[src/rtl/trk_pkg.sv]
// Shared types and constants for the B1 tracking-loop sequencer.
// Includes the state encoding, the bandwidth codes and a saturating absolute value.
package trk_pkg;

    localparam int ACC_W = 24;

    typedef enum logic [2:0] {
        TRK_IDLE   = 3'd0,
        TRK_WARM   = 3'd1,
        TRK_PULLIN = 3'd2,
        TRK_TRACK  = 3'd3,
        TRK_LOST   = 3'd4
    } trk_state_e;

    localparam logic [1:0] BW_IDLE   = 2'b00;
    localparam logic [1:0] BW_WIDE   = 2'b01;
    localparam logic [1:0] BW_NARROW = 2'b10;

    // -2^(ACC_W-1) has no positive counterpart, so it clamps to the largest positive value.
    function automatic logic [ACC_W-1:0] sat_abs(input logic [ACC_W-1:0] x);
        logic [ACC_W-1:0] res;
        if (!x[ACC_W-1]) begin
            res = x;
        end else if (x == {1'b1, {(ACC_W-1){1'b0}}}) begin
            res = {1'b0, {(ACC_W-1){1'b1}}};
        end else begin
            res = ~x + ACC_W'(1);
        end
        return res;
    endfunction

endpackage

[src/rtl/trk_lock_det.sv]
// Prompt-power lock detector: per-epoch good/bad decision plus consecutive good/bad counters.
// The hit outputs flag the evaluation that brings a counter to its threshold.
module trk_lock_det
    import trk_pkg::*;
#(
    parameter logic [ACC_W-1:0] PWR_TH   = 24'd4096,
    parameter int               LOCK_CNT = 8,
    parameter int               LOSS_CNT = 16
) (
    input  logic             clk,
    input  logic             rst_n,
    input  logic             en,
    input  logic             eval,
    input  logic             clr,
    input  logic [ACC_W-1:0] acc_i,
    input  logic [ACC_W-1:0] acc_q,
    output logic             lock_hit,
    output logic             loss_hit
);

    localparam int MAX_CNT = (LOCK_CNT > LOSS_CNT) ? LOCK_CNT : LOSS_CNT;
    localparam int CW      = $clog2(MAX_CNT + 1);

    logic [ACC_W-1:0] a_i;
    logic [ACC_W-1:0] a_q;
    logic             good;
    logic [CW-1:0]    good_cnt_q, good_cnt_d;
    logic [CW-1:0]    bad_cnt_q,  bad_cnt_d;

    always_comb begin
        a_i  = sat_abs(acc_i);
        a_q  = sat_abs(acc_q);
        // The 2*aQ term needs the extra bit, so the ratio test runs at ACC_W+1 bits.
        good = (a_i >= PWR_TH) && ({1'b0, a_i} >= {a_q, 1'b0});
    end

    always_comb begin
        // NOTE: every output of this block gets a default first, so no path can infer a latch.
        good_cnt_d = good_cnt_q;
        bad_cnt_d  = bad_cnt_q;
        if (!en || clr) begin
            good_cnt_d = '0;
            bad_cnt_d  = '0;
        end else if (eval) begin
            if (good) begin
                bad_cnt_d  = '0;
                good_cnt_d = (good_cnt_q >= CW'(LOCK_CNT)) ? good_cnt_q : good_cnt_q + CW'(1);
            end else begin
                good_cnt_d = '0;
                bad_cnt_d  = (bad_cnt_q >= CW'(LOSS_CNT)) ? bad_cnt_q : bad_cnt_q + CW'(1);
            end
        end
    end

    assign lock_hit = eval && good  && (good_cnt_q >= CW'(LOCK_CNT - 1));
    assign loss_hit = eval && !good && (bad_cnt_q  >= CW'(LOSS_CNT - 1));

    always_ff @(posedge clk or negedge rst_n) begin
        if (!rst_n) begin
            good_cnt_q <= '0;
            bad_cnt_q  <= '0;
        end else begin
            // NOTE: sequential state uses non-blocking assignments only.
            good_cnt_q <= good_cnt_d;
            bad_cnt_q  <= bad_cnt_d;
        end
    end

endmodule

[src/rtl/trk_loop_ctrl.sv]
// Per-channel tracking-loop sequencer: epoch timer, strobe generation, overrun counting
// and the IDLE/WARM/PULLIN/TRACK/LOST state machine driving loop-filter bandwidth.
module trk_loop_ctrl
    import trk_pkg::*;
#(
    parameter int               DISC_LAT = 19,
    parameter int               LOCK_CNT = 8,
    parameter int               LOSS_CNT = 16,
    parameter logic [ACC_W-1:0] PWR_TH   = 24'd4096,
    parameter int               CNT_W    = 8
) (
    input  logic             rx_clk,
    input  logic             rx_rst_n,
    input  logic             rx_en,
    input  logic             rx_prn_sop,
    input  logic [ACC_W-1:0] rx_acc_P_real,
    input  logic [ACC_W-1:0] rx_acc_P_imag,
    output logic             tx_disc_latch,
    output logic             tx_lpf_upd,
    output logic             tx_lpf_clr,
    output logic [1:0]       tx_bw_sel,
    output logic             tx_lock,
    output logic             tx_lost,
    output logic [2:0]       tx_state,
    output logic [CNT_W-1:0] tx_ovr_cnt
);

    localparam int TMR_W = $clog2(DISC_LAT + 2);

    trk_state_e       state_q, state_d;
    logic             run_q,   run_d;
    logic [TMR_W-1:0] tmr_q,   tmr_d;
    logic             eval_q,  eval_d;
    logic [CNT_W-1:0] ovr_q,   ovr_d;

    logic active;
    logic disc_due;
    logic upd_due;
    logic overrun;
    logic lock_hit;
    logic loss_hit;
    logic cnt_clr;
    logic lpf_clr;
    logic lost_pulse;

    assign active   = (state_q == TRK_PULLIN) || (state_q == TRK_TRACK) || (state_q == TRK_LOST);
    assign disc_due = run_q && (tmr_q == TMR_W'(DISC_LAT));
    assign upd_due  = run_q && (tmr_q == TMR_W'(DISC_LAT + 1));
    assign overrun  = rx_en && active && rx_prn_sop && run_q && !upd_due;

    // tmr_q holds cycles elapsed since the sop (sop cycle = 0); a new sop always restarts it.
    always_comb begin
        run_d  = run_q;
        tmr_d  = tmr_q;
        eval_d = rx_en && active && rx_prn_sop;
        if (!rx_en || !active) begin
            run_d = 1'b0;
            tmr_d = '0;
        end else if (rx_prn_sop) begin
            run_d = 1'b1;
            tmr_d = TMR_W'(1);
        end else if (upd_due) begin
            run_d = 1'b0;
        end else if (run_q) begin
            tmr_d = tmr_q + TMR_W'(1);
        end
    end

    always_comb begin
        ovr_d = ovr_q;
        if (!rx_en) begin
            ovr_d = '0;
        end else if (overrun && (ovr_q != {CNT_W{1'b1}})) begin
            ovr_d = ovr_q + CNT_W'(1);
        end
    end

    always_comb begin
        state_d    = state_q;
        lpf_clr    = 1'b0;
        lost_pulse = 1'b0;
        if (!rx_en) begin
            state_d = TRK_IDLE;
        end else begin
            case (state_q)
                TRK_IDLE: state_d = TRK_WARM;
                TRK_WARM: begin
                    if (rx_prn_sop) begin
                        state_d = TRK_PULLIN;
                        lpf_clr = 1'b1;
                    end
                end
                TRK_PULLIN, TRK_LOST: begin
                    if (lock_hit) state_d = TRK_TRACK;
                end
                TRK_TRACK: begin
                    if (loss_hit) begin
                        state_d    = TRK_LOST;
                        lost_pulse = 1'b1;
                        lpf_clr    = 1'b1;
                    end
                end
                default: state_d = TRK_IDLE;
            endcase
        end
        cnt_clr = (state_d != state_q);
    end

    trk_lock_det #(
        .PWR_TH   (PWR_TH),
        .LOCK_CNT (LOCK_CNT),
        .LOSS_CNT (LOSS_CNT)
    ) u_lock_det (
        .clk      (rx_clk),
        .rst_n    (rx_rst_n),
        .en       (rx_en),
        .eval     (eval_q),
        .clr      (cnt_clr),
        .acc_i    (rx_acc_P_real),
        .acc_q    (rx_acc_P_imag),
        .lock_hit (lock_hit),
        .loss_hit (loss_hit)
    );

    // The update strobe follows the state being entered, so LOST entry suppresses it at once.
    always_comb begin
        tx_disc_latch = rx_en && disc_due;
        tx_lpf_upd    = rx_en && upd_due && ((state_d == TRK_PULLIN) || (state_d == TRK_TRACK));
        tx_lpf_clr    = lpf_clr;
        tx_lost       = lost_pulse;
        tx_lock       = (state_q == TRK_TRACK);
        tx_state      = state_q;
        tx_ovr_cnt    = ovr_q;
        case (state_q)
            TRK_PULLIN, TRK_LOST: tx_bw_sel = BW_WIDE;
            TRK_TRACK:            tx_bw_sel = BW_NARROW;
            default:              tx_bw_sel = BW_IDLE;
        endcase
    end

    always_ff @(posedge rx_clk or negedge rx_rst_n) begin
        if (!rx_rst_n) begin
            state_q <= TRK_IDLE;
            run_q   <= 1'b0;
            tmr_q   <= '0;
            eval_q  <= 1'b0;
            ovr_q   <= '0;
        end else begin
            state_q <= state_d;
            run_q   <= run_d;
            tmr_q   <= tmr_d;
            eval_q  <= eval_d;
            ovr_q   <= ovr_d;
        end
    end

endmodule

[config.mk]
export PLATFORM = sky130hd
export DESIGN_NAME = trk_loop_ctrl
export DESIGN_NICKNAME = d
export VERILOG_FILES = /design/src/rtl/trk_pkg.sv /design/src/rtl/trk_lock_det.sv /design/src/rtl/trk_loop_ctrl.sv
export SDC_FILE = /design/constraint.sdc
export NUM_CORES = 1
export LEC_CHECK = 0
export CAP_MARGIN = 5
export CORE_AREA = 2 2 92 94
export DETAILED_ROUTE_END_ITERATION = 7
export DIE_AREA = 0 0 94 96
export PLACE_DENSITY = 0.7
export SYNTH_ARGS = -nofsm -noshare
export SYNTH_HDL_FRONTEND = slang
export SYNTH_SLANG_ARGS = --single-unit
[constraint.sdc]
create_clock -name rx_clk -period 5.3 [get_ports rx_clk]
set_input_delay 0.53 -clock rx_clk [delete_from_list [all_inputs] [get_ports rx_clk]]
set_output_delay 0.53 -clock rx_clk [all_outputs]
set_load 0.01 [all_outputs]
==> results_tabular.tex, run 1 <==
\begin{tabular}{lr}
\hline
Metric & Value \\
\hline
\multicolumn{2}{l}{\textbf{Outcome}} \\
\quad Run status & finished, final reports clean \\
\multicolumn{2}{l}{\textbf{Die}} \\
\quad Initial standard-cell utilization of the core & 43.5\% \\
\quad Standard-cell row count & 33 \\
\quad Number of I/O pins & 70 \\
\quad Floorplan die area & 0.00902 sq mm \\
\quad Vert. Die Dim & about 96 um \\
\quad Die width & $\sim$94 um \\
\quad Area of the core region & 0.00805 sq mm \\
\multicolumn{2}{l}{\textbf{Clock network}} \\
\quad Clock latency reported for the late side of the worst-skew pair & 0.28 ns \\
\quad Clock edge transition at the registers on the reported setup and hold paths & 0.10 ns \\
\quad CTS tree & done \\
\quad Clock tree root buffer cell & clkbuf\_8 \\
\quad Hold buffer count at cts & 0 \\
\quad Maximum clock insertion buffer count & 2 \\
\quad CTS H-Tree Depth & 1 \\
\quad Number of clock buffers inserted by TritonCTS & 3 \\
\quad Sinks on Clock Net & 28 \\
\multicolumn{2}{l}{\textbf{Routing}} \\
\quad Average detailed-routed wire length per instance & 14.0 um \\
\quad Count of vias placed by the detailed router & 3827 \\
\quad Vias per cell & 5.41 \\
\quad Final routed DRC violation total & 0 \\
\quad First-pass iteration count of the detailed router & 4 \\
\quad Post-detailed-route count of antenna-violating nets & 0 \\
\quad Routed wire length & $\sim$10000 um \\
\quad First-iteration detailed-routing DRC count & between 100 and 150 \\
\multicolumn{2}{l}{\textbf{Timing}} \\
\quad Maximum operating frequency & slightly below 0.2 GHz \\
\quad Sum Neg Setup Slack & 0 ns \\
\quad Worst setup slack after layout & 0.231 ns \\
\quad Period utilization & 95.6\% \\
\quad Pins Over Slew Limit & 0 \\
\quad Final setup viols & 0 \\
\quad Worst slew slack as a fraction of its limit & 23.3\% \\
\quad Fin Clk Skew & 0.00344 ns \\
\quad Minimum clock period after layout & 5.07 ns \\
\quad Worst Max-Slew Pin Slew & 1.14 ns \\
\quad Hold violation count in the final report & 0 \\
\multicolumn{2}{l}{\textbf{Global route}} \\
\quad All-layer global routing usage & between 20\% and 30\% \\
\quad Initial antenna violation count & 0 \\
\quad Vias in the first global route & roughly 3600 \\
\quad Largest net degree at the start of global routing & 30 \\
\quad Global-route wire length before repair & roughly 16000 um \\
\quad Congestion Overflow GR & 0 \\
\multicolumn{2}{l}{\textbf{Pwr}} \\
\quad Overall power of the completed layout & 0.677 mW \\
\quad Maximum vdd ir drop & around 0.14 mV \\
\quad Sequential group share of total power & 32.6\% \\
\quad Power density over cell area & 133 mW/mm\^{}2 \\
\quad Switching Share & around a third \\
\quad Combinational share of power & 47.6\% \\
\quad Design internal power & 0.447 mW \\
\quad Portion of total power attributed to the clock network & 19.8\% \\
\quad Switch Pwr & between 0.2 and 0.25 mW \\
\quad Leakage Power & 2.31 nW \\
\multicolumn{2}{l}{\textbf{Finish}} \\
\quad Area occupied by registers & 701 sq um \\
\quad Commonest cells after routing, fill and taps aside & buf\_4, clkdlybuf4s50\_1, nand2\_1 \\
\quad Share of layout cells above drive strength 1 & 22.8\% \\
\quad Area added between synthesis and finish & 45.3\% \\
\quad Final Cell Area & 0.00509 sq mm \\
\quad Net count reported at finish & $\sim$690 \\
\quad Number of antenna repair diodes & 0 \\
\quad Footprint of the multi-input gates & 0.00280 sq mm \\
\quad Filler Cell Count & 719 \\
\quad Most common cell after layout, fill and taps aside & buf\_4 \\
\multicolumn{2}{l}{\textbf{Yosys}} \\
\quad Count of cell types in the netlist & 73 \\
\quad Post-Synthesis Cell Area & roughly 0.0035 sq mm \\
\quad Cells after Synth & between 400 and 500 \\
\quad Most frequently used flop master after synthesis & dfrtp\_1 \\
\quad Async S/R FF share, synth & between 90\% and 100\% \\
\quad Average instance area after synthesis & 7.59 sq um \\
\quad Yosys synthesis warning count & 0 \\
\quad Synthesized net count & 544 \\
\quad Number of flops mapped to enable cells by yosys & 0 \\
\quad Post-synth top area cell & dfrtp\_1 \\
\quad Sequential fraction of the synthesis area & 20.0\% \\
\quad Leading cell types by total area after synthesis & dfrtp\_1, ha\_1, nand2\_1, xnor2\_1, nor2\_1 \\
\quad Count of state elements after synthesis & 28 \\
\quad Area fraction of the dominant cell type after synthesis & around 20\% \\
\multicolumn{2}{l}{\textbf{Critical path}} \\
\quad Start-to-end type of the worst setup path & in -> out \\
\quad CP startpoint kind & primary input \\
\quad Largest driver fanout on the critical path & 5 \\
\quad Startpoint of the worst setup timing path & rx\_acc\_P\_imag[7] \\
\quad Required time at the endpoint of the critical path & 4.77 ns \\
\quad Data arrival time at the worst-slack endpoint & 4.54 ns \\
\quad Crit. End Element & output pin \\
\quad FF-to-FF Start & tx\_state[0] \\
\multicolumn{2}{l}{\textbf{Placed design}} \\
\quad Gpl congestion & 0.864 \\
\quad Pre-CTS worst setup slack & -0.535 ns \\
\quad Instance area after placement & 0.00485 sq mm \\
\quad Port Buffers & a little under 70 \\
\quad Detailed placer's ending HPWL & 7810 um \\
\multicolumn{2}{l}{\textbf{Min path}} \\
\quad Hold Crit Class & reg -> reg \\
\quad Worst hold path startpoint & u\_lock\_det.good\_cnt\_q[4] \\
\multicolumn{2}{l}{\textbf{Job}} \\
\quad Max-cap violations & 0 \\
\hline
\end{tabular}
## logic make-up (layout without fill, tap and decap cells)
group / Yosys count / in the layout / synth area share (%)
XOR/XNOR: 45 / 45 / 11.2
flip-flops: 28 / 28 / 20.0
AND/OR/NAND/NOR: 214 / 214 / 30.6
buffers and inverters: 33 / 173 / 4.50
multiplexers: 6 / 6 / 1.78
adder cells (fa/ha/maj): 30 / 30 / 10.7
AO/OA/AOI/OAI: 106 / 106 / 21.2
## flip-flops by register name, summed over array words and instances, names as in the netlist
signal and cells:
tx_state 3, run_q 1, u_lock_det.good_cnt_q 5, tx_ovr_cnt 8, eval_q 1, tmr_q 5
u_lock_det.bad_cnt_q 5
## per-layer routing
| metal | vias up | global-route usage, % | wire (um) |
|---|---|---|---|
| li1 | 1963 | - | - |
| met1 | 1777 | 31.8 | 5030 |
| met2 | 81 | 36.4 | 4450 |
| met3 | 6 | 2.74 | 356 |
| met4 | 0 | 2.29 | 62 |
| met5 | - | 0 | 0 |
## Yosys cell counts (all sizes together) (3+ instances only)
| cell | count |
|---|---|
| nand2b | 8 |
| o41ai | 8 |
| xor2 | 21 |
| buf | 5 |
| nor2 | 53 |
| o21ai | 28 |
| or2 | 5 |
| mux2i | 4 |
| nand3 | 21 |
| or4 | 5 |
| a21o | 5 |
| and2 | 4 |
| a211oi | 3 |
| nand4 | 5 |
| clkbuf | 12 |
| ha | 30 |
| nor4 | 6 |
| or3 | 11 |
| xnor2 | 24 |
| a31oi | 4 |
| a22oi | 3 |
| and3 | 9 |
| inv | 15 |
| a21oi | 26 |
| o31ai | 8 |
| dfrtp | 28 |
| nor3 | 23 |
| nand2 | 56 |
## worst max-delay path: stages
cell             delay [ns]
clkdlybuf4s50_1        0.42
or3_4                  0.34
buf_4                  0.15
or3_4                  0.40
o41ai_4                0.38
xnor2_1                0.17
nor2_1                 0.09
ha_4                   0.27
nand4_1                0.16
nor4_2                 0.37
buf_4                  0.16
a31o_1                 0.15
a211oi_2               0.04
o21ai_2                0.18
and2_4                 0.21
a31oi_1                0.08
a21o_1                 0.19
a21oi_2                0.11
buf_2                  0.13
## final cells by class
type,instances,share of cell area (%)
tap,105,2.58
multi-input combinational,401,54.9
sequential,28,13.8
timing repair buffer,154,26.5
inverter,15,1.11
clock buffer,4,1.08
## path summary, 6_finish.rpt
| path | endpoint | slack [ns] | cells past startpoint |
|---|---|---|---|
| worst max register to register | tx_ovr_cnt[7] | 2.08 | 8 |
| worst min register to register | u_lock_det.good_cnt_q[4] | 0.55 | 2 |
| worst max-delay path | tx_lpf_upd | 0.23 | 19 |
| worst min-delay path | u_lock_det.good_cnt_q[4] | 0.55 | 2 |
| max in group asynchronous | eval_q | 4.40 | 2 |
| min in group asynchronous | u_lock_det.bad_cnt_q[2] | 0.62 | 2 |
## repair_timing
| item | CTS | global route |
|---|---|---|
| buffers inserted | 0 | 4 |
| resized for setup | 14 | 32 |
| pin swaps | 2 | 17 |
| endpoints found under the setup margin | 3 | 3 |
## power groups by stage
stage                     registers [mW]  clock network (mW)  logic, mW
final                              0.221               0.134      0.322
after global routing               0.221               0.145      0.357
after CTS                          0.221               0.139      0.309
after detailed placement           0.225                   0      0.304
after global placement             0.225                   0      0.296
after floorplan                    0.224                   0      0.158
## metrics by stage
| stage | util (%) | instances | hold slack [ns] |
|---|---|---|---|
| 6_report | 63.3 | 707 | 0.550 |
| 5_1_grt | 63.3 | 707 | 0.579 |
| 4_1_cts | 61.5 | 703 | 0.548 |
| 3_5_place_dp | 60.2 | 699 | 0.535 |
| 3_3_place_gp | 60.2 | 699 | 0.513 |
| 2_1_floorplan | - | 462 | 0.234 |
Note: power is estimated with default switching activity, not from simulation.
==> inputs of run 2 (changes only) <==
Settings changed: CTS_CLUSTER_DIAMETER set to 30, PLACE_DENSITY 0.7 to 0.72.
Clock period 5.3 ns to 4.5 ns, I/O delays scaled along.
==> run 2 against run 1 <==
  * The run now ends with setup timing left
  * Global-route usage up 1.5 points
  * Via count up 4.1%
  * Flip-flop and latch count stayed put
  * Hold slack lost 0.0062 ns
  * Die area unchanged
  * Clock skew down 0.00053 ns
  * Sequential share of layout area fell by 1.1 points
  * Register-to-register slack got worse by 0.17 ns
  * Routed wire length is 8.7% higher
  * Cell count up 4.1%
  * Utilization grew 5.4 points
==> results_tabular.tex, run 2 (synthesized netlist as in run 1, its figures left out) <==
\begin{tabular}{lr}
\hline
Metric & Value \\
\hline
\multicolumn{2}{l}{\textbf{Clock network}} \\
\quad Clock latency reported for the late side of the worst-skew pair & 0.27 ns \\
\quad Sinks on Clock Net & 28 \\
\quad CTS H-Tree Depth & 1 \\
\quad Clock tree root buffer cell & clkbuf\_8 \\
\quad CTS tree & done \\
\quad Clock edge transition at the registers on the reported setup and hold paths & 0.09 ns \\
\quad Maximum clock insertion buffer count & 2 \\
\quad Number of clock buffers inserted by TritonCTS & 3 \\
\quad Hold buffer count at cts & 0 \\
\multicolumn{2}{l}{\textbf{Critical path}} \\
\quad Data arrival time at the worst-slack endpoint & a little over 4 ns \\
\quad Buffering stage count on the worst path with inverters included & 2 \\
\quad Crit. End Element & output pin \\
\quad Crit-path leading delay family & simple AND/OR/NAND/NOR gates \\
\quad Required time at the endpoint of the critical path & 4.05 ns \\
\quad Ordered cell list for the critical path & buf\_6 > or4\_4 > or3\_4 > nor4\_4 > mux2\_4 > o22ai\_4 > ha\_4 > nand3\_4 > nor4\_4 > o41ai\_2 > o21ai\_1 > a211oi\_2 > o21ai\_2 > and2\_4 > a31oi\_4 > a21o\_1 > a21oi\_2 > buf\_2 \\
\quad Biggest cell delay along the critical path & 0.55 ns \\
\quad Largest driver fanout on the critical path & 4 \\
\quad Critical-path cell with the highest stage delay & or4\_4 \\
\quad Start-to-end type of the worst setup path & in -> out \\
\quad Most frequent cell on the critical path & nor4\_4 \\
\quad CP startpoint kind & primary input \\
\multicolumn{2}{l}{\textbf{Routing}} \\
\quad Routed wire length & 10800 um \\
\quad Post-detailed-route count of antenna-violating nets & 0 \\
\quad Average detailed-routed wire length per instance & 14.6 um \\
\quad Final routed DRC violation total & 0 \\
\quad First-pass iteration count of the detailed router & 4 \\
\quad Vias per cell & 5.41 \\
\quad First-iteration detailed-routing DRC count & 159 \\
\quad Count of vias placed by the detailed router & 3982 \\
\multicolumn{2}{l}{\textbf{Pwr}} \\
\quad Power density over cell area & 151 mW/mm\^{}2 \\
\quad Maximum vdd ir drop & about 0.12 mV \\
\quad Leakage Power & about 2.5 nW \\
\multicolumn{2}{l}{\textbf{Finish}} \\
\quad Most common cell after layout, fill and taps aside & buf\_4 \\
\quad Net count reported at finish & 714 \\
\quad Number of flip-flops under the largest register name & 8 \\
\quad Non-filler cells in the finished layout & 736 \\
\quad Number of antenna repair diodes & 0 \\
\quad Area added between synthesis and finish & 57.7\% \\
\quad Commonest cells after routing, fill and taps aside & buf\_4, nand2\_1, nor2\_1 \\
\quad Share of layout cells above drive strength 1 & 31.4\% \\
\multicolumn{2}{l}{\textbf{Placed design}} \\
\quad Detailed placer's ending HPWL & 8160 um \\
\quad Number of instances in the placed design & 717 \\
\quad Port Buffers & 69 \\
\quad Gpl congestion & 0.903 \\
\multicolumn{2}{l}{\textbf{Global route}} \\
\quad Global-route wire length before repair & around 17000 um \\
\quad Initial antenna violation count & 0 \\
\quad Largest net degree at the start of global routing & 34 \\
\quad Vias in the first global route & 3812 \\
\quad All-layer global routing usage & 23.5\% \\
\quad Congestion Overflow GR & 0 \\
\multicolumn{2}{l}{\textbf{Timing}} \\
\quad Worst slew slack as a fraction of its limit & 53.3\% \\
\quad Maximum operating frequency & 0.219 GHz \\
\quad Final setup viols & 2 \\
\quad Worst setup slack after layout & -0.0673 ns \\
\quad Worst Max-Slew Pin Slew & 0.692 ns \\
\quad Fin Clk Skew & 0.00291 ns \\
\quad Pins Over Slew Limit & 0 \\
\quad Period utilization & 101\% \\
\quad Minimum clock period after layout & 4.57 ns \\
\quad Hold violation count in the final report & 0 \\
\quad Worst hold slack after final layout & 0.544 ns \\
\quad Setup repair after global routing missed its margin & yes \\
\multicolumn{2}{l}{\textbf{Die}} \\
\quad Area of the core region & roughly 0.0081 sq mm \\
\quad Die width & 94 um \\
\quad Standard-cell row count & 33 \\
\quad Number of I/O pins & 70 \\
\quad Vert. Die Dim & 96 um \\
\quad Initial standard-cell utilization of the core & 43.5\% \\
\quad Floorplan die area & 0.00902 sq mm \\
\multicolumn{2}{l}{\textbf{Outcome}} \\
\quad Run status & complete, but fails checks \\
\quad Failing checks & setup timing \\
\multicolumn{2}{l}{\textbf{Min path}} \\
\quad Hold Crit Class & reg -> reg \\
\multicolumn{2}{l}{\textbf{Job}} \\
\quad Max-cap violations & 0 \\
\hline
\end{tabular}
==> run 2: cell count changes in the layout (fill, tap and decap cells not counted), moves of 4 or more <==
cell / previous run / this run
ha_4: 1 / 6
clkdlybuf4s50_1: 59 / 37
buf_4: 82 / 106
ha_1: 29 / 23
dlymetal6s2s_1: 7 / 0
o21ai_0: 23 / 19
buf_6: 2 / 7
clkdlybuf4s15_1: 0 / 7
dlygate4sd2_1: 0 / 16
==> run 2: path summary, 6_finish.rpt <==
check / endpoint / depth (start not counted) / from / slack (ns)
max: tx_lpf_upd / 18 / rx_acc_P_imag[6] / -0.07
min: u_lock_det.good_cnt_q[4] / 2 / u_lock_det.good_cnt_q[4] / 0.54
max reg2reg: tx_ovr_cnt[7] / 9 / tx_state[0] / 1.91
min reg2reg: u_lock_det.good_cnt_q[4] / 2 / u_lock_det.good_cnt_q[4] / 0.54
max in group asynchronous: eval_q / 2 / rx_rst_n / 3.68
min in group asynchronous: u_lock_det.bad_cnt_q[0] / 2 / rx_rst_n / 0.55
==> run 2: repair_timing <==
action / 4_1_cts / 5_1_grt
gates resized for setup: 104 / 20
buffers inserted: 10 / 5
endpoints found under the setup margin: 13 / 3
pin swaps: 45 / 35
==> run 2: routing by layer <==
metal / routed length [um] / GRT usage (%)
met5: 0 / 0
met4: 71 / 3.02
met3: 313 / 2.27
met2: 5280 / 40.0
met1: 5100 / 33.2
==> run 2: per-stage QoR <==
step / power [mW] / TNS [ns] / area, sq um / setup WS, ns / util [%]
2_1_floorplan: 0.457 / 0 / 3580 / 0.00914 / -
3_3_place_gp: 0.631 / -5.99 / 5080 / -0.862 / 63.1
3_5_place_dp: 0.640 / -8.04 / 5080 / -0.980 / 63.1
4_1_cts: 0.821 / -0.106 / 5420 / -0.0783 / 67.3
5_1_grt: 0.891 / -0.509 / 5530 / -0.205 / 68.7
6_report: 0.837 / -0.0958 / 5530 / -0.0673 / 68.7
==> run 2: where the power goes <==
group / total [mW] / switching [mW] / internal (mW)
logic: 0.421 / 0.208 / 0.213
clock network: 0.156 / 0.0779 / 0.0783
registers: 0.260 / 0.00545 / 0.254
==> run 2: layout make-up <==
| cell class | instances | area, sq um |
|---|---|---|
| repair buffers | 183 | 1570 |
| fillers | 659 | 2520 |
| multi-input cells | 401 | 3020 |
| inverters | 15 | 56.3 |
| flip-flops and latches | 28 | 701 |
| well taps | 105 | 131 |
| clock buffers | 4 | 55.1 |
==> run 2: tightest hold or removal path: cells and delay by family, from the launching register on <==
family | cells | cell delay [ns]
flip-flops | 1 | 0.39
buffers and inverters | 1 | 0.07
AND/OR/NAND/NOR | 1 | 0.05
==> inputs of run 3 (changes only) <==
Settings changed: GPL_TIMING_DRIVEN set to 0.
==> run 3 against run 2 <==
  * The flow still finishes with violations (setup timing)
  * Cell count shrank 7.5%
  * Sequential power about the same
  * Sequential share of layout area up 0.97 points
  * Critical path type unchanged
==> results_tabular.tex, run 3 (synthesized netlist as in run 1, its figures left out) <==
\begin{tabular}{lr}
\hline
Metric & Value \\
\hline
\multicolumn{2}{l}{\textbf{Critical path}} \\
\quad Buffering stage count on the worst path with inverters included & 2 \\
\quad CP startpoint kind & primary input \\
\quad Required time at the endpoint of the critical path & 4.05 ns \\
\quad Critical-path cell with the highest stage delay & or4\_4 \\
\quad Data arrival time at the worst-slack endpoint & approximately 4.2 ns \\
\quad Crit. End Element & output pin \\
\quad Ordered cell list for the critical path & buf\_6 > or4\_4 > or3\_4 > nor4\_4 > mux2\_4 > o22ai\_4 > ha\_4 > nand3\_4 > nor4\_4 > o41ai\_2 > o21ai\_1 > a211oi\_2 > o21ai\_2 > and2\_4 > a31oi\_4 > a21o\_1 > a21oi\_2 > buf\_2 \\
\quad Largest driver fanout on the critical path & 5 \\
\quad Biggest cell delay along the critical path & 0.55 ns \\
\quad Start-to-end type of the worst setup path & in -> out \\
\quad Crit-path leading delay family & simple AND/OR/NAND/NOR gates \\
\quad Most frequent cell on the critical path & nor4\_4 \\
\multicolumn{2}{l}{\textbf{Finish}} \\
\quad Filler Cell Count & about 700 \\
\quad Share of layout cells above drive strength 1 & 26.9\% \\
\quad Most common cell after layout, fill and taps aside & nand2\_1 \\
\quad Net count reported at finish & 660 \\
\quad Number of flip-flops under the largest register name & 8 \\
\quad Number of antenna repair diodes & 0 \\
\quad Area added between synthesis and finish & 46.5\% \\
\quad Commonest cells after routing, fill and taps aside & nand2\_1, nor2\_1, buf\_4 \\
\multicolumn{2}{l}{\textbf{Clock network}} \\
\quad Sinks on Clock Net & 28 \\
\quad CTS H-Tree Depth & 1 \\
\quad CTS tree & done \\
\quad Number of clock buffers inserted by TritonCTS & 3 \\
\quad Clock edge transition at the registers on the reported setup and hold paths & approximately 0.090 ns \\
\quad Clock latency reported for the late side of the worst-skew pair & roughly 0.27 ns \\
\quad Hold buffer count at cts & 0 \\
\quad Maximum clock insertion buffer count & 2 \\
\quad Clock tree root buffer cell & clkbuf\_8 \\
\multicolumn{2}{l}{\textbf{Timing}} \\
\quad Fin Clk Skew & 0.00363 ns \\
\quad Period utilization & 104\% \\
\quad Hold violation count in the final report & 0 \\
\quad Worst slew slack as a fraction of its limit & 31.3\% \\
\quad Setup repair after global routing missed its margin & yes \\
\quad Worst Max-Slew Pin Slew & between 1 and 1.5 ns \\
\quad Maximum operating frequency & 0.213 GHz \\
\quad Worst setup slack after layout & -0.188 ns \\
\quad Worst hold slack after final layout & roughly 0.18 ns \\
\quad Final setup viols & 3 \\
\quad Minimum clock period after layout & 4.69 ns \\
\quad Pins Over Slew Limit & 0 \\
\quad Sum Neg Setup Slack & -0.388 ns \\
\multicolumn{2}{l}{\textbf{Global route}} \\
\quad Global-route wire length before repair & 17100 um \\
\quad Vias in the first global route & 3670 \\
\quad Initial antenna violation count & 0 \\
\quad Congestion Overflow GR & 0 \\
\quad Largest net degree at the start of global routing & 29 \\
\quad All-layer global routing usage & between 20 and 25\% \\
\multicolumn{2}{l}{\textbf{Min path}} \\
\quad Hold Crit Class & in -> async \\
\multicolumn{2}{l}{\textbf{Routing}} \\
\quad First-iteration detailed-routing DRC count & 155 \\
\quad Post-detailed-route count of antenna-violating nets & 0 \\
\quad Final routed DRC violation total & 0 \\
\quad Average detailed-routed wire length per instance & 15.9 um \\
\quad Vias per cell & 5.67 \\
\quad Routed wire length & around 11000 um \\
\quad First-pass iteration count of the detailed router & 4 \\
\quad Count of vias placed by the detailed router & 3860 \\
\multicolumn{2}{l}{\textbf{Pwr}} \\
\quad Maximum vdd ir drop & 0.160 mV \\
\quad Leakage Power & 2.27 nW \\
\quad Power density over cell area & $\sim$150 mW/mm\^{}2 \\
\quad Overall power of the completed layout & 0.795 mW \\
\multicolumn{2}{l}{\textbf{Placed design}} \\
\quad Pre-CTS worst setup slack & -1.70 ns \\
\quad Detailed placer's ending HPWL & between 7000 and 8000 um \\
\quad Port Buffers & 68 \\
\quad Gpl congestion & 0.865 \\
\multicolumn{2}{l}{\textbf{Die}} \\
\quad Die width & 94 um \\
\quad Area of the core region & 0.00805 sq mm \\
\quad Number of I/O pins & 70 \\
\quad Initial standard-cell utilization of the core & 43.5\% \\
\quad Vert. Die Dim & 96 um \\
\quad Floorplan die area & 0.00902 sq mm \\
\quad Standard-cell row count & 33 \\
\multicolumn{2}{l}{\textbf{Job}} \\
\quad Max-cap violations & 0 \\
\multicolumn{2}{l}{\textbf{Outcome}} \\
\quad Run status & complete, but fails checks \\
\quad Failing checks & setup timing \\
\hline
\end{tabular}
run 3: changes by cell type in the layout (fill, tap and decap cells not counted), sizes merged:
cell,change
dlymetal6s2s,+4
clkdlybuf4s50,-7
clkbuf,+11
buf,-63
run 3: where the power goes:
group	leakage, nW	switching [mW]	internal [mW]
clock network	0.0216	0.0757	0.0601
logic	1.86	0.210	0.189
registers	0.389	0.00487	0.254
run 3: worst paths after layout:
path | from | end | slack [ns] | cells past startpoint
hold / removal | rx_rst_n | u_lock_det.bad_cnt_q[1] | 0.18 | 1
setup reg to reg | tx_state[0] | tx_ovr_cnt[7] | 1.35 | 9
max in group asynchronous | rx_rst_n | tx_state[1] | 3.90 | 1
hold reg to reg | u_lock_det.good_cnt_q[4] | u_lock_det.good_cnt_q[4] | 0.54 | 2
setup / recovery | rx_acc_P_imag[6] | tx_lpf_upd | -0.19 | 18
min in group rx_clk | u_lock_det.good_cnt_q[4] | u_lock_det.good_cnt_q[4] | 0.54 | 2
run 3: worst register-to-register path, cell delays in order, from the launching register on:
cell      delay, ns
dfrtp_1        0.46
o21ai_0        0.25
nand2_1        0.21
or2_1          0.27
clkbuf_1       0.19
nor4_1         0.90
and4_1         0.37
nand3_1        0.12
xnor2_1        0.14
and2_1         0.15
run 3: area by class of cell:
class                           count  area, sq um  area share [%]
Buffer                             14          110            2.14
Timing Repair Buffer              115          988            19.2
Multi-Input combinational cell    401         3110            60.5
Inverter                           15         56.3            1.10
Clock buffer                        3         41.3           0.804
Sequential cell                    28          701            13.6
Tap cell                          105          131            2.56
run 3: timing repair:
action | in CTS | in global routing
pin swaps | 38 | 40
endpoints found under the setup margin | 16 | 8
setup buffers | 34 | 13
resized for setup | 120 | 45
run 3: routing by layer:
layer	vias up	global-route usage [%]	share of wire (%)
met1	1855	33.0	47
met2	83	38.8	48
li1	1912	-	-
met3	10	2.11	3.5
met4	0	4.59	0.93
met5	-	0	0
run 3: per-stage QoR:
stage	util [%]	area, sq um	instances
after floorplan	-	3580	462
after global placement	54.5	4390	635
after detailed placement	54.5	4390	635
after CTS	60.4	4860	668
after global routing	63.8	5140	681
final	63.8	5140	681
==> patch 1 (flow settings as in run 1) <==
`PWR_TH` is set to 24'd4096 in 2 places; all go to 24'd2048.
--- a/src/rtl/trk_lock_det.sv
+++ b/src/rtl/trk_lock_det.sv
@@ -5,3 +5,3 @@
 #(
-    parameter logic [ACC_W-1:0] PWR_TH   = 24'd4096,
+    parameter logic [ACC_W-1:0] PWR_TH   = 24'd2048,
     parameter int               LOCK_CNT = 8,
--- a/src/rtl/trk_loop_ctrl.sv
+++ b/src/rtl/trk_loop_ctrl.sv
@@ -8,3 +8,3 @@
     parameter int               LOSS_CNT = 16,
-    parameter logic [ACC_W-1:0] PWR_TH   = 24'd4096,
+    parameter logic [ACC_W-1:0] PWR_TH   = 24'd2048,
     parameter int               CNT_W    = 8
Formal check against the unedited RTL: no difference found for any inputs over 10 cycles, from zero or initial values and one cycle with rx_rst_n low; that may be too few to reach the edited logic, so the function may still have changed.
==> patch 1 against run 1 <==
Sequential power rose by 2%. Power rose by 9.7%. Synthesized area rose by 3.4%. Critical path depth fell by 1. Wire length rose by 6.3%. Clock power rose by 26%. Die area did not move. Sequential cell count did not move. Setup slack got worse by 0.18 ns. Global-route usage rose by 0.66 points. Design area rose by 6.2%.
==> patch 1: results <==
# TYPE chip_impl_metric gauge
chip_impl_info{name="timing.hold.worst_endpoint",value="tx_ovr_cnt[0]"} 1
chip_impl_metric{name="total_grt_usage",unit=""} 0.226
chip_impl_metric{name="dp.cells",unit=""} 710
chip_impl_metric{name="first_global_vias",unit=""} 3861
chip_impl_metric{name="power_switching_share",unit=""} 0.336
chip_impl_info{name="ys_top_cells_by_count",value="52 x nand2_1, 43 x nor2_1, 33 x o21ai_0"} 1
chip_impl_info{name="worstHoldStart",value="tx_ovr_cnt[0]"} 1
chip_impl_metric{name="drt-pass1-iter-count",unit=""} 5
chip_impl_info{name="status",value="completed"} 1
chip_impl_metric{name="syn-instance-count",unit=""} 479
chip_impl_metric{name="synth.yosys.seq_area_share",unit=""} 0.193
chip_impl_metric{name="yosys.cell_types.count",unit=""} 57
chip_impl_metric{name="post_layout_nonfiller_instances",unit=""} 723
chip_impl_metric{name="num-nets-final",unit=""} 702
chip_impl_metric{name="detailroute.via_count",unit=""} 4050
chip_impl_metric{name="synth_nets",unit=""} 562
chip_impl_metric{name="worst_clock_skew",unit="ns"} 0.00576
chip_impl_metric{name="maxSlewHeadroom",unit=""} 0.328
chip_impl_metric{name="pwr-share-clk",unit=""} 0.228
chip_impl_metric{name="detailed_place.area",unit="µm²"} 4950
chip_impl_metric{name="p_clk",unit="mW"} 0.169
chip_impl_metric{name="pre_cts_slack",unit="ns"} -0.422
chip_impl_metric{name="grt_pass1_wl",unit="µm"} 16900
chip_impl_metric{name="final_hold_slack",unit="ns"} 0.565
chip_impl_metric{name="wl",unit="µm"} 10500
patch 1: changes by cell type in the layout (fill, tap and decap cells not counted), sizes merged, moves of 7 or more:
cell | run 1 | this run
nor3 | 23 | 10
o21a | 1 | 12
nor2 | 53 | 43
nand3 | 21 | 12
nor2b | 2 | 11
a21oi | 26 | 18
and2 | 4 | 11
patch 1: kinds of logic after synthesis:
logic type / after synthesis / synth area share
and+or+nand+nor: 211 / 0.307
AOI/OAI and AO/OA: 117 / 0.221
xor gates and xnor gates: 44 / 0.106
buffers and inverters: 41 / 0.0459
adders and majority gates: 31 / 0.107
DFF: 28 / 0.193
muxes: 7 / 0.0193
patch 1: layer usage:
layer	wire length [µm]	vias up	GRT usage
met5	0	-	0
met1	4450	1910	0.266
met2	5670	90	0.449
li1	-	2035	-
met3	265	15	0.0125
met4	132	0	0.0495
patch 1: final cells by class:
type                            count  area, µm²
Sequential cell                    28        701
Clock inverter                      1       30.0
Tap cell                          105        131
Timing Repair Buffer              159       1380
Multi-Input combinational cell    410       3070
Inverter                           17       63.8
Fill cell                         676       2640
Clock buffer                        3       41.3
patch 1: worst max path at each step:
stage,endpoint,slack (ns),cells past startpoint
after floorplan,tx_lpf_clr,0.65,16
after global placement,tx_lpf_upd,-0.29,17
after detailed placement,tx_lpf_upd,-0.42,17
after CTS,tx_lpf_clr,0.003,22
after global routing,tx_lpf_clr,-0.08,22
final,tx_lpf_clr,0.05,18
patch 1: timing repair:
| item | in CTS | in global routing |
|---|---|---|
| hold buffers | 0 | 0 |
| resized for setup | 28 | 53 |
| buffers inserted | 1 | 8 |
| pin swaps | 5 | 21 |
| setup endpoints to repair | 3 | 3 |
==> patch 2 (flow settings as in run 1) <==
Made on the original files. Register the input `rx_en` before use, with the module's reset. The logic sees it one clock later. The other inputs are not delayed to match.
--- a/src/rtl/trk_loop_ctrl.sv
+++ b/src/rtl/trk_loop_ctrl.sv
@@ -29,2 +29,12 @@
 
+    logic rx_en_q;
+
+    always_ff @(posedge rx_clk or negedge rx_rst_n) begin
+        if (!rx_rst_n) begin
+            rx_en_q <= '0;
+        end else begin
+            rx_en_q <= rx_en;
+        end
+    end
+
     trk_state_e       state_q, state_d;
@@ -48,3 +58,3 @@
     assign upd_due  = run_q && (tmr_q == TMR_W'(DISC_LAT + 1));
-    assign overrun  = rx_en && active && rx_prn_sop && run_q && !upd_due;
+    assign overrun  = rx_en_q && active && rx_prn_sop && run_q && !upd_due;
 
@@ -54,4 +64,4 @@
         tmr_d  = tmr_q;
-        eval_d = rx_en && active && rx_prn_sop;
-        if (!rx_en || !active) begin
+        eval_d = rx_en_q && active && rx_prn_sop;
+        if (!rx_en_q || !active) begin
             run_d = 1'b0;
@@ -70,3 +80,3 @@
         ovr_d = ovr_q;
-        if (!rx_en) begin
+        if (!rx_en_q) begin
             ovr_d = '0;
@@ -81,3 +91,3 @@
         lost_pulse = 1'b0;
-        if (!rx_en) begin
+        if (!rx_en_q) begin
             state_d = TRK_IDLE;
@@ -115,3 +125,3 @@
         .rst_n    (rx_rst_n),
-        .en       (rx_en),
+        .en       (rx_en_q),
         .eval     (eval_q),
@@ -126,4 +136,4 @@
     always_comb begin
-        tx_disc_latch = rx_en && disc_due;
-        tx_lpf_upd    = rx_en && upd_due && ((state_d == TRK_PULLIN) || (state_d == TRK_TRACK));
+        tx_disc_latch = rx_en_q && disc_due;
+        tx_lpf_upd    = rx_en_q && upd_due && ((state_d == TRK_PULLIN) || (state_d == TRK_TRACK));
         tx_lpf_clr    = lpf_clr;
Function: changed (a bounded check fails within 4 cycles, from zero or initial values and one cycle with rx_rst_n low).
==> patch 2 against run 1 <==
Largest cell class unchanged. Design area rose by 16%. Clock skew about the same. Critical endpoint unchanged. Sequential power up 6%. Utilization up 10 points. Global-route usage is 3.8 points higher. Register-to-register slack improved by 0.37 ns. Synthesized area grew 13%. Wire length rose by 26%. Sequential cell count up 1. Fmax fell by 3.2%. Die area unchanged. Largest power group unchanged. Setup slack got worse by 0.17 ns. Power increased by 17%. Critical path type unchanged.
==> patch 2: results <==
# TYPE chip_impl_metric gauge
chip_impl_info{name="status",value="completed"} 1
chip_impl_metric{name="post_layout_nonfiller_instances",unit=""} 792
chip_impl_metric{name="synth_nets",unit=""} 618
chip_impl_info{name="worstHoldStart",value="tx_ovr_cnt[0]"} 1
chip_impl_metric{name="drt_iter0_markers",unit=""} 234
chip_impl_metric{name="post_route_cells_drive_above_1_share",unit=""} 0.277
chip_impl_metric{name="worst_clock_skew",unit="ns"} 0.00297
chip_impl_metric{name="yosys.cell_types.count",unit=""} 69
chip_impl_metric{name="pre_cts_slack",unit="ns"} -0.606
chip_impl_metric{name="m1WireLength",unit="µm"} 5580
chip_impl_info{name="synth.top_cells.by_area",value="dfrtp_1 18%, ha_1 9.8%, nand2_1 5.2%, xnor2_1 5.1%, nor2_1 4.6%"} 1
chip_impl_metric{name="static_leak",unit="nW"} 2.63
chip_impl_metric{name="wl_per_cell",unit="µm"} 15.8
chip_impl_metric{name="post-dp-hpwl",unit="µm"} 8900
chip_impl_metric{name="met3_length",unit="µm"} 775
chip_impl_metric{name="grt_start_max_net_pins",unit=""} 46
chip_impl_info{name="r2r_start",value="tx_state[1]"} 1
chip_impl_metric{name="wl_met2",unit="µm"} 5920
chip_impl_metric{name="whs_path_depth",unit=""} 1
chip_impl_metric{name="power.ir.vdd_worst",unit="V"} 0.000101
chip_impl_metric{name="total_grt_usage",unit=""} 0.257
chip_impl_metric{name="dp.cells",unit=""} 768
chip_impl_metric{name="cts_inserted_buffers",unit=""} 5
chip_impl_metric{name="synth.yosys.seq_area_share",unit=""} 0.183
chip_impl_metric{name="h-tree-depth",unit=""} 2
chip_impl_metric{name="maxSlewHeadroom",unit=""} 0.355
[patch 2: cell type report]
class                   instances  area [µm²]
multi-input cells             453        3330
fillers                       619        2130
repair buffers                179        1580
flip-flops and latches         29         726
well taps                     105         131
clock buffers                   7        86.3
inverters                      19        71.3
[patch 2: critical path: stages]
cell and delay, ns:
clkdlybuf4s50_1 0.44, or4_4 0.58, buf_4 0.16, o41ai_2 0.29, xor2_1 0.24, nand2_1 0.14, ha_4 0.29, nand4_1 0.17
nor4_2 0.35, buf_4 0.19, o2111ai_2 0.14, nand3_2 0.13, a2111oi_4 0.07, buf_4 0.17, nor2_2 0.12, nand4_1 0.18
o21a_1 0.25, o2bb2ai_1 0.11, buf_2 0.14
[patch 2: worst max path at each step]
stage                            end  slack [ns]  cells after the start              start
final                     tx_lpf_upd        0.07                     19  rx_acc_P_real[11]
after global routing      tx_lpf_upd       -0.17                     19  rx_acc_P_real[10]
after CTS                 tx_lpf_clr       -0.02                     20   rx_acc_P_imag[9]
after detailed placement  tx_lpf_clr       -0.61                     19   rx_acc_P_imag[9]
after global placement    tx_lpf_clr       -0.51                     19   rx_acc_P_imag[9]
after floorplan           tx_lpf_clr        0.11                     17   rx_acc_P_imag[9]
[patch 2: per-stage QoR]
stage               setup TNS (ns)  hold slack, ns  total power, mW
floorplan                        0           0.234            0.415
global placement             -1.69           0.515            0.547
detailed placement           -3.01           0.530            0.558
CTS                        -0.0238           0.539            0.756
global route                -0.419           0.573            0.842
finish                           0           0.542            0.791
[patch 2: what timing repair did]
action,CTS,global route
resized for setup,28,76
pin swaps,14,43
cloned,1,1
setup endpoints to repair,3,4
setup buffers,6,9
[patch 2: report_power, final]
group | switching [mW] | internal, mW
clock network | 0.0803 | 0.103
logic | 0.193 | 0.182
registers | 0.00899 | 0.225
[patch 2: kinds of logic (layout without fill, tap and decap cells)]
group                      after synthesis  in the layout  share of synthesized area
buffers and inverters                   54            205                     0.0603
DFF                                     29             29                      0.183
and+or+nand+nor                        249            250                      0.336
AOI/OAI and AO/OA                      124            124                      0.213
xor gates and xnor gates                40             40                     0.0885
muxes                                    8              8                     0.0209
adders and majority gates               31             31                     0.0979
[patch 2: metal layers]
layer	global-route usage	vias to the layer above
met2	0.424	173
met1	0.362	2200
met3	0.0352	21
met4	0.0531	0
met5	0	-
li1	-	2279
